## src/rtl/layer_header_sequencer.sv

```systemverilog
// Walks the per-layer header words in register memory, assembles each enabled layer's header and
// presents it over a valid/ready handshake, while arbitrating host writes against the live layer.
module layer_header_sequencer #(
  parameter int unsigned DATA_WIDTH      = 16,
  parameter int unsigned WORDS_PER_LAYER = 4,
  parameter int unsigned NUM_LAYERS      = 8,
  localparam int unsigned DEPTH = WORDS_PER_LAYER * NUM_LAYERS,
  localparam int unsigned AW    = $clog2(DEPTH),
  localparam int unsigned LW    = (NUM_LAYERS > 1) ? $clog2(NUM_LAYERS) : 1
) (
  input  logic                                  clk,
  input  logic                                  rst,
  input  logic                                  frame_start,
  output logic                                  busy,
  output logic                                  frame_done,
  input  logic                                  host_wr_req,
  input  logic [AW-1:0]                         host_wr_addr,
  input  logic [DATA_WIDTH-1:0]                 host_wr_data,
  output logic                                  host_wr_ack,
  output logic                                  mem_write_en,
  output logic [AW-1:0]                         mem_rw_addr,
  output logic [DATA_WIDTH-1:0]                 mem_write_data,
  output logic [AW-1:0]                         mem_read_addr,
  input  logic [DATA_WIDTH-1:0]                 mem_read_data,
  output logic                                  hdr_valid,
  input  logic                                  hdr_ready,
  output logic [DATA_WIDTH*WORDS_PER_LAYER-1:0] hdr_data,
  output logic [LW-1:0]                         hdr_layer
);

  localparam int unsigned WW = (WORDS_PER_LAYER > 1) ? $clog2(WORDS_PER_LAYER) : 1;
  localparam int unsigned HW = DATA_WIDTH * WORDS_PER_LAYER;

  localparam logic [1:0] StIdle    = 2'd0;
  localparam logic [1:0] StFetch   = 2'd1;
  localparam logic [1:0] StPresent = 2'd2;
  localparam logic [1:0] StDone    = 2'd3;

  logic [1:0]    state_q, state_d;
  logic [LW-1:0] layer_q, layer_d;
  logic [WW-1:0] word_q, word_d;
  logic [HW-1:0] hdr_q, hdr_d;
  logic          last_word, last_layer, layer_en, blocked;
  logic [AW-1:0] wr_layer;

  assign last_word  = (word_q == WW'(WORDS_PER_LAYER - 1));
  assign last_layer = (layer_q == LW'(NUM_LAYERS - 1));
  // With a single word per layer the enable bit is still on the read bus, not yet in a slot.
  assign layer_en   = (WORDS_PER_LAYER == 1) ? mem_read_data[0] : hdr_q[0];

  always_comb begin
    state_d = state_q;
    layer_d = layer_q;
    word_d  = word_q;
    hdr_d   = hdr_q;
    unique case (state_q)
      StIdle: begin
        if (frame_start) begin
          layer_d = '0;
          word_d  = '0;
          state_d = StFetch;
        end
      end
      StFetch: begin
        hdr_d[word_q*DATA_WIDTH +: DATA_WIDTH] = mem_read_data;
        if (!last_word) begin
          word_d = word_q + 1'b1;
        end else if (layer_en) begin
          state_d = StPresent;
        end else if (!last_layer) begin
          layer_d = layer_q + 1'b1;
          word_d  = '0;
        end else begin
          state_d = StDone;
        end
      end
      StPresent: begin
        if (hdr_ready) begin
          if (!last_layer) begin
            layer_d = layer_q + 1'b1;
            word_d  = '0;
            state_d = StFetch;
          end else begin
            state_d = StDone;
          end
        end
      end
      StDone:  state_d = StIdle;
      default: state_d = StIdle;
    endcase
  end

  always_ff @(posedge clk) begin
    if (rst) begin
      state_q <= StIdle;
      layer_q <= '0;
      word_q  <= '0;
      hdr_q   <= '0;
    end else begin
      state_q <= state_d;
      layer_q <= layer_d;
      word_q  <= word_d;
      hdr_q   <= hdr_d;
    end
  end

  assign busy       = (state_q != StIdle);
  assign frame_done = (state_q == StDone);
  assign hdr_valid  = (state_q == StPresent);
  assign hdr_data   = hdr_q;
  assign hdr_layer  = layer_q;

  assign mem_read_addr = (state_q == StFetch) ?
                         AW'(layer_q) * AW'(WORDS_PER_LAYER) + AW'(word_q) : '0;

  // Host writes may not touch the layer currently being fetched or presented.
  assign wr_layer       = host_wr_addr / AW'(WORDS_PER_LAYER);
  assign blocked        = ((state_q == StFetch) || (state_q == StPresent)) &&
                          (wr_layer == AW'(layer_q));
  assign host_wr_ack    = host_wr_req && !blocked;
  assign mem_write_en   = host_wr_ack;
  assign mem_rw_addr    = host_wr_addr;
  assign mem_write_data = host_wr_data;

endmodule

```

## config.mk

```make
export PLATFORM = sky130hd
export DESIGN_NAME = layer_header_sequencer
export DESIGN_NICKNAME = d
export VERILOG_FILES = /design/src/rtl/layer_header_sequencer.sv
export SDC_FILE = /design/constraint.sdc
export NUM_CORES = 1
export LEC_CHECK = 0
export CAP_MARGIN = 30
export CORE_UTILIZATION = 45
export DETAILED_ROUTE_END_ITERATION = 10
export GPL_TIMING_DRIVEN = 1
export PLACE_DENSITY = 0.95
export REMOVE_ABC_BUFFERS = 1
export SLEW_MARGIN = 20
export SYNTH_ARGS = -nofsm -noshare
export SYNTH_HDL_FRONTEND = slang
export SYNTH_SLANG_ARGS = --single-unit
```

## constraint.sdc

```tcl
create_clock -name clk -period 5.7 [get_ports clk]
set_input_delay 1.14 -clock clk [delete_from_list [all_inputs] [get_ports clk]]
set_output_delay 1.14 -clock clk [all_outputs]
set_load 0.02 [all_outputs]
```

Yosys cells after proc, flatten, opt, wreduce, memory -nomap -nowiden --
Cells that the tools add are included.
Storage, ports and cells: bits in registers 71, bits of input ports 42, output and inout bits 98
Operators by class: add/subtract/negate cells 4, eq/ne operators 12, shift operators 2, mux-type cells 21, reductions and logical operators 10
Operators by type and width (number):
- 64-bit bitwise mux | 1
- 16-bit by 34-bit variable shift with 64-bit output (first input constant) | 1
- 16-bit by 34-bit variable part select with 64-bit output | 1
- 6-bit negator with 34-bit output | 1
- 2-bit 2-to-1 mux | 11
- 3-bit 2-to-1 mux | 5
- 3-bit one-hot mux with 3 select lines | 1
- 2-bit one-hot mux with 4 select lines | 1
- 4-bit AND reduction | 2
- 2-bit equality test (second input constant) | 3
- 2-bit != test (second input constant) | 3
- 3-bit != test (second input constant) | 2
- 2-bit one-hot mux with 3 select lines | 1
- 5-bit by 2-bit adder with 5-bit output | 1
- 5-bit 2-to-1 mux | 1
- 5-bit AND reduction | 1
- 3-bit by 1-bit adder with 3-bit output (second input constant) | 1
- 3-bit equality test | 1
- 3-bit equality test (second input constant) | 1
- 3-bit nonzero test | 1
- 2-bit by 1-bit adder with 2-bit output (second input constant) | 1
- 2-bit by 1-bit equality test with 1-bit output (second input constant) | 1
- 1-bit logical AND | 2
- 2-bit zero test | 1
- other kinds (4) | 4

Longest topological paths before layout --
word-level depth 5, depth in mapped cells 9, gate-level depth less buffers 6

Worst setup path before layout --
Ideal clock, no wire load.
path type in2out, start input port host_wr_addr[3], end output port mem_write_en, arrival time 1.987 ns, data required time 4.560 ns, setup slack 2.573 ns, cell stages on the path 3, path buffers 1, path through xnor2_1 -> a41oi_1 -> buf_4
On the way: word-level cells in the longest chain between the ends 4
RTL lines:
- start: declaration | line 17 | input logic [AW-1:0] host_wr_addr,
- 3-bit equality test | line 119 | (wr_layer == AW'(layer_q));
- 1-bit logical AND | line 118 | assign blocked = ((state_q == StFetch) || (state_q == StPresent)) &&
- 1-bit zero test | line 120 | assign host_wr_ack = host_wr_req && !blocked;
- 1-bit logical AND | line 120
- end: declaration | line 20 | output logic mem_write_en,
Every way passes these cells.

Worst setup path after layout --
start input port host_wr_addr[2], end output port mem_write_en
The elaborated chain is that of the path after synthesis.

==> results_dict.tcl <==
set metrics [dict create \
    status "finished, violations left" \
    violations "DRC" \
    arrival_ps 2690 \
    initial_core_util_pct 47.2 \
    nets 456 \
    synth_area_um2 3050 \
    die_h_um 84.3 \
    ys_ff_latch 71 \
    postSynth.asyncResetShare_pct 0 \
    cp-start-kind "input port" \
    hold_path.class "reg -> reg" \
    vias 2731 \
    fin_crit_sh_pct 67.1 \
    gp_congestion 0.822 \
    cts-root-buf "clkbuf_8" \
    grt_pass1_vias 2772 \
    synthCells 328 \
    area_growth_pct 34.6 \
    clk_pin_slew_ps 70 \
    cp.required_ps 4560 \
    ys_types 35 \
    synth_warnings 0 \
    cts_buffer_depth 2 \
    yosys_most_used_dff "dfxtp_1" \
    cts_hold_buf 0 \
    grt_max_degree 72 \
    ios 140 \
    layout_common_cells "clkdlybuf4s50_1 (102), dfxtp_1 (71), nor2_1 (65)" \
    irDropWorstVdd_uv 270 \
    dieArea_um2 7110 \
    postRouteAntennaNets 0 \
    worst_slew_margin_rel_pct 45.2 \
    maxCapViolCount 0 \
    hold_viol 0 \
    viasPerCell 5.67 \
    cts-resized-gates 0 \
    dpl-instance-area_um2 3890 \
    design.core.area_um2 6460 \
    worst-path-max-fanout 2 \
    port_buffers 103 \
    antenna_found_initial 0 \
    drt_iter0_markers 208 \
    insertion_delay_ps 330 \
    die_x_um 84.3 \
    setup_viol 0 \
    num_antenna_cells 0 \
    end_kind "output pin" \
    tightestPinTransition_ps 820 \
    p_leak_nw 1.49 \
    grt_pass1_wl_mm 13.5 \
    h-tree-depth 3 \
    firstDrtPassIters 8 \
    rsz0062_at_grt "false" \
    period_needed_ps 3830 \
    grt_overflow 0 \
    cellPowerDensity_nw_per_um2 333 \
    finalSetupTns_ps 0 \
    cts.sinks 71 \
    drive_gt1_share_pct 6.42 \
    wl_mm 8.27 \
    wire_per_inst_um 17.2 \
    hpwl_mm 5.52 \
    n_fill_cell 519 \
    ys_seq_area_share_pct 46.6 \
    synth.avg_cell_area_um2 9.30 \
    final_common_cell "clkdlybuf4s50_1" \
    drv_slew 0 \
    crit_type "in -> out" \
    max_freq_mhz 261 \
    synth_edf_count 0 \
    cts_made_buffers 9 \
    post-cts-setup-buffer-count 0 \
    drc 8 \
    cts_tree "done" \
    rows 29 \
    fin_util_pct 63.6 \
    grt_usage_pct 24.0 \
    finalInstanceArea_um2 4110 \
    skew_ps 2.61 \
]
## stage by stage
stage | std cells | total power, mW | hold slack, ps | worst slack (ps)
finish | 482 | 1.37 | 508 | 1870
global route | 482 | 1.44 | 538 | 1770
CTS | 480 | 1.37 | 511 | 1860
detailed placement | 465 | 0.967 | 489 | 1860
global placement | 465 | 0.949 | 482 | 1970
floorplan | 284 | 0.798 | 482 | 2550
## registers in the layout, summed over array words and instances (netlist names)
name / count
hdr_layer: 3
word_q: 2
hdr_data: 64
state_q: 2
## final cells by class
cell class	instances	area [um^2]	area share (%)
Sequential cell	71	1420	34.6
Clock buffer	12	155	3.78
Tap cell	77	96.3	2.35
Clock inverter	3	42.5	1.04
Inverter	7	26.3	0.640
Multi-Input combinational cell	206	1310	31.9
Timing Repair Buffer	106	1060	25.7
## layer usage
metal  share of wire (%)  wire, um  track usage [%]  up-vias
met5                   0         0             2.10        -
met4                 1.1        89             8.63        0
met3                 9.0       743             10.1       11
met2                  48      4000             39.0      138
met1                  42      3440             28.3     1298
li1                    -         -                -     1284
## final timing paths
path                             start                        end  slack [ps]  cells past startpoint
max                    host_wr_addr[2]               mem_write_en        1870                      4
min          hdr_data[23]$_SDFFE_PP0P_  hdr_data[23]$_SDFFE_PP0P_         510                      2
max reg2reg    state_q[1]$_SDFFE_PP0P_  hdr_data[34]$_SDFFE_PP0P_        2880                      7
min reg2reg  hdr_data[23]$_SDFFE_PP0P_  hdr_data[23]$_SDFFE_PP0P_         510                      2
## kinds of logic (layout without fill, tap and decap cells)
kind of cell               after synthesis  after routing  share of synthesized area, %
xor gates and xnor gates                 3              3                         0.862
buffers and inverters                   51            128                          10.5
and+or+nand+nor                        105            105                          16.9
adders and majority gates               13             13                          5.33
DFF                                     71             71                          46.6
AOI/OAI and AO/OA                       85             85                          19.9
## synth_stat cells (all sizes together) (2+ instances only)
library cell,number,area share [%]
nand4,5,1.0
or3,2,0.41
o21ai,6,0.98
nand2,11,1.6
o22ai,2,0.41
dfxtp,71,47
ha,13,5.3
a22oi,63,16
xnor2,3,0.86
nand2b,4,0.82
nor2,65,8.0
a21oi,10,1.6
buf,33,8.3
clkbuf,11,1.4
and3,2,0.41
nand3,3,0.49
and2,6,1.3
inv,7,0.86
## report_power, final
group	total (mW)	switching, mW	internal [mW]	leakage, nW
clock	0.400	0.177	0.223	0.0985
sequential	0.563	0.0303	0.532	0.574
combinational	0.406	0.237	0.169	0.822
total	1.37	0.444	0.924	1.49
## worst max-delay path, stage by stage
cell             delay, ps
clkdlybuf4s50_1        440
xnor2_1                140
a41oi_1                280
clkdlybuf4s50_1        670
(Power assumes the default switching activity.)
